## config.mk

```make
export PLATFORM = sky130hd
export DESIGN_NAME = register_op_sequencer_flat
export DESIGN_NICKNAME = d
export VERILOG_FILES = /design/src/rtl/register_op_sequencer_if.sv /design/src/rtl/register_op_sequencer.sv /design/src/flat_wrapper.sv
export SDC_FILE = /design/constraint.sdc
export NUM_CORES = 1
export LEC_CHECK = 0
export BUFFER_PORTS_ARGS = -buffer_cell sky130_fd_sc_hd__buf_2
export CORE_UTILIZATION = 40
export DETAILED_ROUTE_END_ITERATION = 12
export PLACE_DENSITY = 0.66
export SLEW_MARGIN = 20
export SYNTH_ARGS = -nofsm -noshare
export SYNTH_HDL_FRONTEND = slang
export SYNTH_SLANG_ARGS = --single-unit
```

## constraint.sdc

```tcl
create_clock -name CLK -period 3.26 [get_ports CLK]
set_input_delay 0.652 -clock CLK [delete_from_list [all_inputs] [get_ports CLK]]
set_output_delay 0.652 -clock CLK [all_outputs]
set_load 0.02 [all_outputs]
```

## src/rtl/register_op_sequencer_if.sv

```systemverilog
// Command, response and downstream-register bundle for register_op_sequencer.
// The slave side is the sequencer; the master side is its environment.
interface register_op_sequencer_if #(
  parameter int W  = 4,
  parameter int CW = 4
);
  logic          CMD_VALID;
  logic          CMD_READY;
  logic [1:0]    CMD_OP;
  logic [CW-1:0] CMD_CNT;
  logic [W-1:0]  CMD_DATA;
  logic [W-1:0]  D;
  logic [1:0]    S;
  logic [W-1:0]  Y_IN;
  logic          RSP_VALID;
  logic          RSP_READY;
  logic [W-1:0]  RSP_DATA;
  logic          BUSY;

  modport master (
    output CMD_VALID,
    output CMD_OP,
    output CMD_CNT,
    output CMD_DATA,
    output Y_IN,
    output RSP_READY,
    input  CMD_READY,
    input  D,
    input  S,
    input  RSP_VALID,
    input  RSP_DATA,
    input  BUSY
  );

  modport slave (
    input  CMD_VALID,
    input  CMD_OP,
    input  CMD_CNT,
    input  CMD_DATA,
    input  Y_IN,
    input  RSP_READY,
    output CMD_READY,
    output D,
    output S,
    output RSP_VALID,
    output RSP_DATA,
    output BUSY
  );
endinterface

```

## src/rtl/register_op_sequencer.sv

```systemverilog
// Drives a mode-select register with an op for CMD_CNT cycles, waits one
// settle cycle, then returns the register's output as a response.
module register_op_sequencer #(
  parameter int W  = 4,
  parameter int CW = 4
) (
  input  logic CLK,
  input  logic RESET_N,
  register_op_sequencer_if.slave bus
);

  typedef enum logic [1:0] {
    IDLE   = 2'd0,
    ISSUE  = 2'd1,
    SETTLE = 2'd2,
    RESP   = 2'd3
  } state_e;

  state_e        state_q, state_d;
  logic [CW-1:0] cnt_q, cnt_d;
  logic [1:0]    op_q, op_d;
  logic [W-1:0]  data_q, data_d;
  logic [W-1:0]  rsp_q, rsp_d;
  logic [1:0]    s_q, s_d;
  logic          accept;

  assign bus.CMD_READY = RESET_N && (state_q == IDLE);
  assign accept        = bus.CMD_VALID && bus.CMD_READY;

  always_ff @(posedge CLK or negedge RESET_N) begin
    if (!RESET_N) begin
      state_q <= IDLE;
      cnt_q   <= '0;
      op_q    <= 2'b00;
      data_q  <= '0;
      rsp_q   <= '0;
      s_q     <= 2'b00;
    end else begin
      state_q <= state_d;
      cnt_q   <= cnt_d;
      op_q    <= op_d;
      data_q  <= data_d;
      rsp_q   <= rsp_d;
      s_q     <= s_d;
    end
  end

  always_comb begin
    state_d = state_q;
    unique case (state_q)
      IDLE: begin
        if (accept) begin
          state_d = (bus.CMD_CNT != '0) ? ISSUE : SETTLE;
        end
      end
      ISSUE: begin
        if (cnt_q == CW'(1)) begin
          state_d = SETTLE;
        end
      end
      SETTLE: state_d = RESP;
      RESP: begin
        if (bus.RSP_READY) begin
          state_d = IDLE;
        end
      end
      default: state_d = IDLE;
    endcase
  end

  // S is registered from the next state so it is glitch-free at the port.
  always_comb begin
    cnt_d  = cnt_q;
    op_d   = op_q;
    data_d = data_q;
    rsp_d  = rsp_q;
    unique case (state_q)
      IDLE: begin
        if (accept) begin
          cnt_d  = bus.CMD_CNT;
          op_d   = bus.CMD_OP;
          data_d = bus.CMD_DATA;
        end
      end
      ISSUE:   cnt_d = cnt_q - CW'(1);
      SETTLE:  rsp_d = bus.Y_IN;
      default: ;
    endcase
    s_d = (state_d == ISSUE) ? op_d : 2'b00;
  end

  assign bus.S         = s_q;
  assign bus.D         = data_q;
  assign bus.RSP_DATA  = rsp_q;
  assign bus.RSP_VALID = (state_q == RESP);
  assign bus.BUSY      = (state_q != IDLE);

endmodule

```

## src/flat_wrapper.sv

```systemverilog
// flat-port wrapper written by rule: the top's interface ports become plain ports
module register_op_sequencer_flat 
#(
  parameter int W  = 4,
  parameter int CW = 4
)
  (CLK, RESET_N, bus_CMD_VALID, bus_CMD_OP, bus_CMD_CNT, bus_CMD_DATA, bus_Y_IN, bus_RSP_READY, bus_CMD_READY, bus_D, bus_S, bus_RSP_VALID, bus_RSP_DATA, bus_BUSY);
  register_op_sequencer_if #(.W(W), .CW(CW)) bus_i ();
  input  logic CLK;
  input  logic RESET_N;
  input wire logic [$bits(bus_i.CMD_VALID)-1:0] bus_CMD_VALID;
  input wire logic [$bits(bus_i.CMD_OP)-1:0] bus_CMD_OP;
  input wire logic [$bits(bus_i.CMD_CNT)-1:0] bus_CMD_CNT;
  input wire logic [$bits(bus_i.CMD_DATA)-1:0] bus_CMD_DATA;
  input wire logic [$bits(bus_i.Y_IN)-1:0] bus_Y_IN;
  input wire logic [$bits(bus_i.RSP_READY)-1:0] bus_RSP_READY;
  output wire logic [$bits(bus_i.CMD_READY)-1:0] bus_CMD_READY;
  output wire logic [$bits(bus_i.D)-1:0] bus_D;
  output wire logic [$bits(bus_i.S)-1:0] bus_S;
  output wire logic [$bits(bus_i.RSP_VALID)-1:0] bus_RSP_VALID;
  output wire logic [$bits(bus_i.RSP_DATA)-1:0] bus_RSP_DATA;
  output wire logic [$bits(bus_i.BUSY)-1:0] bus_BUSY;
  assign bus_i.CMD_VALID = bus_CMD_VALID;
  assign bus_i.CMD_OP = bus_CMD_OP;
  assign bus_i.CMD_CNT = bus_CMD_CNT;
  assign bus_i.CMD_DATA = bus_CMD_DATA;
  assign bus_i.Y_IN = bus_Y_IN;
  assign bus_i.RSP_READY = bus_RSP_READY;
  assign bus_CMD_READY = bus_i.CMD_READY;
  assign bus_D = bus_i.D;
  assign bus_S = bus_i.S;
  assign bus_RSP_VALID = bus_i.RSP_VALID;
  assign bus_RSP_DATA = bus_i.RSP_DATA;
  assign bus_BUSY = bus_i.BUSY;
  register_op_sequencer #(.W(W), .CW(CW)) u_core (.CLK(CLK), .RESET_N(RESET_N), .bus(bus_i));
endmodule
```

==> impl_metrics.env, run 1 <==
export IMPL_stdcell_area_um2=1080
export IMPL_path_cells="or2_2 > nor2_1 > buf_2"
export IMPL_num_antenna_cells=0
export IMPL_drtIter0Drc=9
export IMPL_vdd_ir_drop_worst_mv=0.413
export IMPL_clk_pin_slew_worst_paths_ns=0.10
export IMPL_total_power_mw=0.954
export IMPL_maxSlewHeadroom_pct=67.9
export IMPL_cts_setup_buffers=0
export IMPL_clock_skew_ns=0.00442
export IMPL_cts_sinks=18
export IMPL_p_sw_share_pct=39.0
export IMPL_vias=701
export IMPL_initial_core_util_pct=43.6
export IMPL_power_density_nw_per_um2=882
export IMPL_switchingPower_mw=0.372
export IMPL_clock_fmax_mhz=474
export IMPL_numPortBuffers=30
export IMPL_ys_top_cells_by_area="dfrtp_1 (51%), nand2_1 (9.8%), mux2_2 (5.1%)"
export IMPL_antenna_found_initial=0
export IMPL_cts_resized=0
export IMPL_htree_num_levels=1
export IMPL_arrival_ns=1.46
export IMPL_synth_top_area_cell="dfrtp_1"
export IMPL_syn_nets=105
export IMPL_synth_area_um2=881
export IMPL_die_area_um2=2390
export IMPL_seqPwrFrac_pct=42.3
export IMPL_required_ns=2.61
export IMPL_power_frac_clock_pct=14.0
export IMPL_fin_crit_ns=2.11
export IMPL_synth_edf_count=0
export IMPL_tightest_slew_ns=0.481
export IMPL_netlist_instances=85
export IMPL_crit_cells=3
export IMPL_netlist_area_leader_share_pct=51.1
export IMPL_combPwrFrac_pct=43.7
export IMPL_synthTopCellsByCount="nand2_1 (23), dfrtp_1 (18), mux2_2 (4)"
export IMPL_rows=16
export IMPL_dp_cells=138
export IMPL_die_w_um=48.9
export IMPL_avgSynthCellArea_um2=10.4
export IMPL_hp_class="input pin to async pin"
export IMPL_grt_overflow=0
export IMPL_synth_cell_types=29
export IMPL_area_growth_pct=22.7
export IMPL_first_pass_iters=4
export IMPL_grt_max_degree=25
export IMPL_endpoint_kind="output pin"
export IMPL_die_y_um=48.9
export IMPL_synthArstFlopShare_pct=100
export IMPL_vias_per_cell=4.94
export IMPL_cts_root_buf="clkbuf_4"
export IMPL_core_um2=2020
export IMPL_p_int_mw=0.582
export IMPL_ff2ff_path_depth=3
export IMPL_layout_drive_gt1_share_pct=36.5
export IMPL_synth_most_common_cell="nand2_1"
export IMPL_layout_nets=136
export IMPL_ys_seq_area_share_pct=51.1
export IMPL_stdcell_count=142
export IMPL_path_buf_inv=1
export IMPL_status="complete, no violations"
export IMPL_grt_pass1_wl_mm=3.02
export IMPL_startpoint_type="register"
export IMPL_slew_viol_final=0
export IMPL_placed_cell_area_um2=1040
export IMPL_grt_setup_unrepaired="no"
export IMPL_dpl_hpwl_mm=1.27
export IMPL_slowest_stage="dfrtp_1"
export IMPL_leakage_nw=0.551
export IMPL_max_clock_path_buffers=2
export IMPL_yosys_warnings=0
export IMPL_path_class="register to output pin"
export IMPL_drc=0
export IMPL_tns_ns=0
export IMPL_ant_nets=0
export IMPL_grt_pass1_vias=665
export IMPL_worstSkewPairLatency_ns=0.29
export IMPL_cts_buffers=3
export IMPL_ios=31
export IMPL_gr_usage_all_layers_pct=16.5
export IMPL_hold_buffers=0
export IMPL_ys_flop_type="dfrtp_1"
export IMPL_max_cap_viol_count=0
export IMPL_postSynthRegisterBits=18
export IMPL_max_stage_delay_ns=0.54
export IMPL_path_max_fanout=14
export IMPL_wl_mm=1.68
export IMPL_finalCritPeriodShare_pct=64.7
export IMPL_cts_tree="done"
export IMPL_crit_family="flip-flops"
export IMPL_gp_congestion=0.762
export IMPL_hold_viol_final=0
export IMPL_wire_per_inst_um=11.9
export IMPL_setup_viol=0
==> worst register-to-register path, delay by kind of cell, from the launching register on <==
family,cells,cell delay [ns]
AOI/OAI and AO/OA,1,0.37
DFF,1,0.54
and+or+nand+nor,2,0.70
==> kinds of logic after synthesis <==
| kind of cell | count (synthesis) | synth area share (%) |
|---|---|---|
| compound gates | 14 | 14.1 |
| buf+inv | 7 | 3.55 |
| mux | 4 | 5.11 |
| simple gates | 40 | 23.3 |
| flops | 18 | 51.1 |
| fa+ha+maj | 2 | 2.84 |
==> final timing paths <==
kind                                   startpoint           endpoint  slack (ns)
worst max-delay path            u_core.state_q[1]      bus_CMD_READY        1.15
worst min-delay path                      RESET_N    u_core.cnt_q[2]        0.31
worst max register to register  u_core.state_q[1]    u_core.bus.S[0]        1.55
worst min register to register    u_core.bus.D[3]    u_core.bus.D[3]        0.48
max in group asynchronous                 RESET_N  u_core.state_q[0]        2.63
min in group CLK                  u_core.bus.D[3]    u_core.bus.D[3]        0.48
==> final cells by class <==
| type | count | area, µm² |
|---|---|---|
| Inverter | 3 | 11.3 |
| Tap cell | 27 | 33.8 |
| Timing Repair Buffer | 30 | 150 |
| Sequential cell | 18 | 450 |
| Multi-Input combinational cell | 60 | 399 |
| Clock buffer | 4 | 36.3 |
| Fill cell | 192 | 941 |
==> per-layer routing <==
layer | wire (µm) | track usage [%] | up-vias
met4 | 21 | 5.88 | 0
li1 | - | - | 359
met3 | 97 | 3.43 | 2
met1 | 838 | 24.4 | 315
met5 | 0 | 0 | -
met2 | 724 | 23.8 | 25
==> power by group through the flow <==
stage          registers (mW)  logic (mW)  clock network [mW]
6_report                0.403       0.416               0.134
5_1_grt                 0.420       0.461               0.152
4_1_cts                 0.403       0.423               0.141
3_5_place_dp            0.409       0.421                   0
3_3_place_gp            0.404       0.414                   0
2_1_floorplan           0.455       0.251                   0
==> registers in the layout (all words and copies together), names as in the netlist <==
register	flops
u_core.cnt_q	4
u_core.bus.D	4
u_core.op_q	2
u_core.bus.S	2
u_core.bus.RSP_DATA	4
u_core.state_q	2
==> through the flow <==
| step | utilization, % | setup slack, ns | hold WS (ns) |
|---|---|---|---|
| 5_1_grt | 53.5 | 1.08 | 0.331 |
| 2_1_floorplan | - | 1.38 | 0.356 |
| 3_5_place_dp | 51.7 | 1.04 | 0.461 |
| 3_3_place_gp | 51.7 | 1.13 | 0.455 |
| 6_report | 53.5 | 1.15 | 0.305 |
| 4_1_cts | 53.5 | 1.14 | 0.310 |
==> layout by cell type, fill, tap and decap left out, types with 2 or more instances in the layout <==
cell type / synthesis / final
a2111oi_2: 2 / 2
a2bb2oi_1: 2 / 2
a31oi_1: 2 / 2
buf_2: 1 / 30
clkbuf_4: 0 / 3
dfrtp_1: 18 / 18
ha_1: 2 / 2
inv_1: 3 / 3
mux2_2: 4 / 4
nand2_1: 23 / 23
nand2b_1: 2 / 2
nand3_1: 3 / 3
nor2_1: 3 / 3
o22a_1: 2 / 2
or4_1: 2 / 2
(Power assumes the default switching activity.)
==> run 2, diff against run 1 <==
- PLACE_DENSITY: 0.66 -> 0.69
- clock period: 3.26 -> 1.8 ns (I/O delays scaled with it)
==> impl_metrics.env, run 2 (synthesis results as in run 1) <==
export IMPL_clock_fmax_mhz=575
export IMPL_max_cap_viol_count=0
export IMPL_grt_pass1_wl_mm=3.15
export IMPL_rows=16
export IMPL_wl_mm=1.94
export IMPL_ant_nets=0
export IMPL_grt_max_degree=18
export IMPL_fin_crit_ns=1.74
export IMPL_initial_core_util_pct=43.6
export IMPL_stdcell_area_um2=1120
export IMPL_gr_usage_all_layers_pct=17.4
export IMPL_leakage_nw=0.567
export IMPL_antenna_found_initial=0
export IMPL_status="complete, no violations"
export IMPL_grt_setup_unrepaired="no"
export IMPL_wire_per_inst_um=13.3
export IMPL_hold_viol_final=0
export IMPL_first_pass_iters=4
export IMPL_die_area_um2=2390
export IMPL_vias_per_cell=5.15
export IMPL_htree_num_levels=1
export IMPL_hp_class="input pin to register"
export IMPL_clock_skew_ns=0.0149
export IMPL_vdd_ir_drop_worst_mv=0.800
export IMPL_ios=31
export IMPL_r2r_start="u_core.state_q[1]"
export IMPL_drc=0
export IMPL_r2r_setup_slack_ns=0.15
export IMPL_grt_pass1_vias=698
export IMPL_mostFrequentLayoutCells="buf_2 (29), nand2_1 (23), dfrtp_1 (16)"
export IMPL_use_met1_pct=22.3
export IMPL_core_um2=2020
export IMPL_path_class="register to output pin"
export IMPL_ff2ff_path_depth=4
export IMPL_slew_viol_final=0
export IMPL_tightest_slew_ns=0.375
export IMPL_dp_cells=140
export IMPL_power_density_nw_per_um2=1580
export IMPL_worstHoldStart="bus_CMD_DATA[0]"
export IMPL_max_clock_path_buffers=2
export IMPL_endpoint_kind="output pin"
export IMPL_grt_util_met2_pct=28.9
export IMPL_grt_overflow=0
export IMPL_die_y_um=48.9
export IMPL_vias=752
export IMPL_required_ns=1.44
export IMPL_worstHoldEndpoint="u_core.bus.D[0]"
export IMPL_clk_pin_slew_worst_paths_ns=0.11
export IMPL_gr_usage_met3_pct=4.67
export IMPL_arrival_ns=1.38
export IMPL_numPortBuffers=30
export IMPL_placed_cell_area_um2=1060
export IMPL_cts_tree="done"
export IMPL_drtIter0Drc=25
export IMPL_top_usage_layer="met2"
export IMPL_cts_sinks=18
export IMPL_min_path_cells=3
export IMPL_stdcell_count=146
export IMPL_final_common_cell="buf_2"
export IMPL_cts_buffers=3
export IMPL_cts_root_buf="clkbuf_4"
export IMPL_gp_congestion=0.766
export IMPL_tns_ns=0
export IMPL_finalCritPeriodShare_pct=96.6
export IMPL_dpl_hpwl_mm=1.44
export IMPL_maxSlewHeadroom_pct=74.7
export IMPL_num_antenna_cells=0
export IMPL_worstSkewPairLatency_ns=0.30
export IMPL_layout_drive_gt1_share_pct=41.2
export IMPL_worstReg2RegEnd="u_core.state_q[0]"
export IMPL_startpoint_type="register"
export IMPL_die_w_um=48.9
export IMPL_area_growth_pct=27.6
export IMPL_layout_nets=140
export IMPL_path_max_fanout=13
export IMPL_setup_viol=0
-- run 2: routing by layer --
metal / wire length [µm] / up-vias / share of wire, %
met5: 0 / - / 0
met4: 13 / 0 / 0.67
met3: 100 / 2 / 5.1
met2: 936 / 30 / 48
met1: 894 / 351 / 46
li1: - / 369 / -
-- run 2: area by class of cell --
| class | count | area (µm²) |
|---|---|---|
| multi-input cells | 60 | 404 |
| flip-flops and latches | 18 | 453 |
| well taps | 27 | 33.8 |
| fillers | 200 | 898 |
| clock buffers | 4 | 36.3 |
| repair buffers | 34 | 185 |
| inverters | 3 | 11.3 |
-- run 2: worst max-delay path by stage --
stage	from	end	slack, ns	cells past startpoint
after global routing	u_core.state_q[0]	bus_CMD_READY	0.009	3
after global placement	u_core.state_q[1]	u_core.state_q[0]	0.25	3
after detailed placement	u_core.state_q[1]	u_core.cnt_q[3]	0.17	3
after floorplan	u_core.state_q[1]	bus_CMD_READY	0.21	3
final	u_core.state_q[0]	bus_CMD_READY	0.06	3
after CTS	u_core.state_q[0]	bus_CMD_READY	0.02	3
-- run 2: worst max-delay path, cell delays in order (launching register included) --
cell and delay, ns:
dfrtp_2 0.49, or2_2 0.33, nor2_1 0.09, buf_2 0.17
-- run 2: what timing repair did --
| item | in CTS | in global routing |
|---|---|---|
| setup endpoints to repair | 1 | 3 |
| resized for setup | 1 | 5 |
| setup buffers | 0 | 1 |
| hold endpoints to repair | 1 | 0 |
| hold buffers | 1 | 0 |
-- run 2: report_power, final --
group | internal (mW) | switching (mW)
registers | 0.594 | 0.131
clock network | 0.123 | 0.125
logic | 0.357 | 0.445
total | 1.07 | 0.701
-- run 2: metrics by stage --
stage | setup WS [ns] | hold WS [ns] | utilization, % | total power, mW
2_1_floorplan | 0.214 | 0.0644 | - | 1.28
3_3_place_gp | 0.253 | 0.192 | 52.4 | 1.49
3_5_place_dp | 0.172 | 0.194 | 52.4 | 1.52
4_1_cts | 0.0190 | 0.251 | 54.8 | 1.77
5_1_grt | 0.00909 | 0.244 | 55.6 | 1.91
6_report | 0.0607 | 0.259 | 55.6 | 1.77
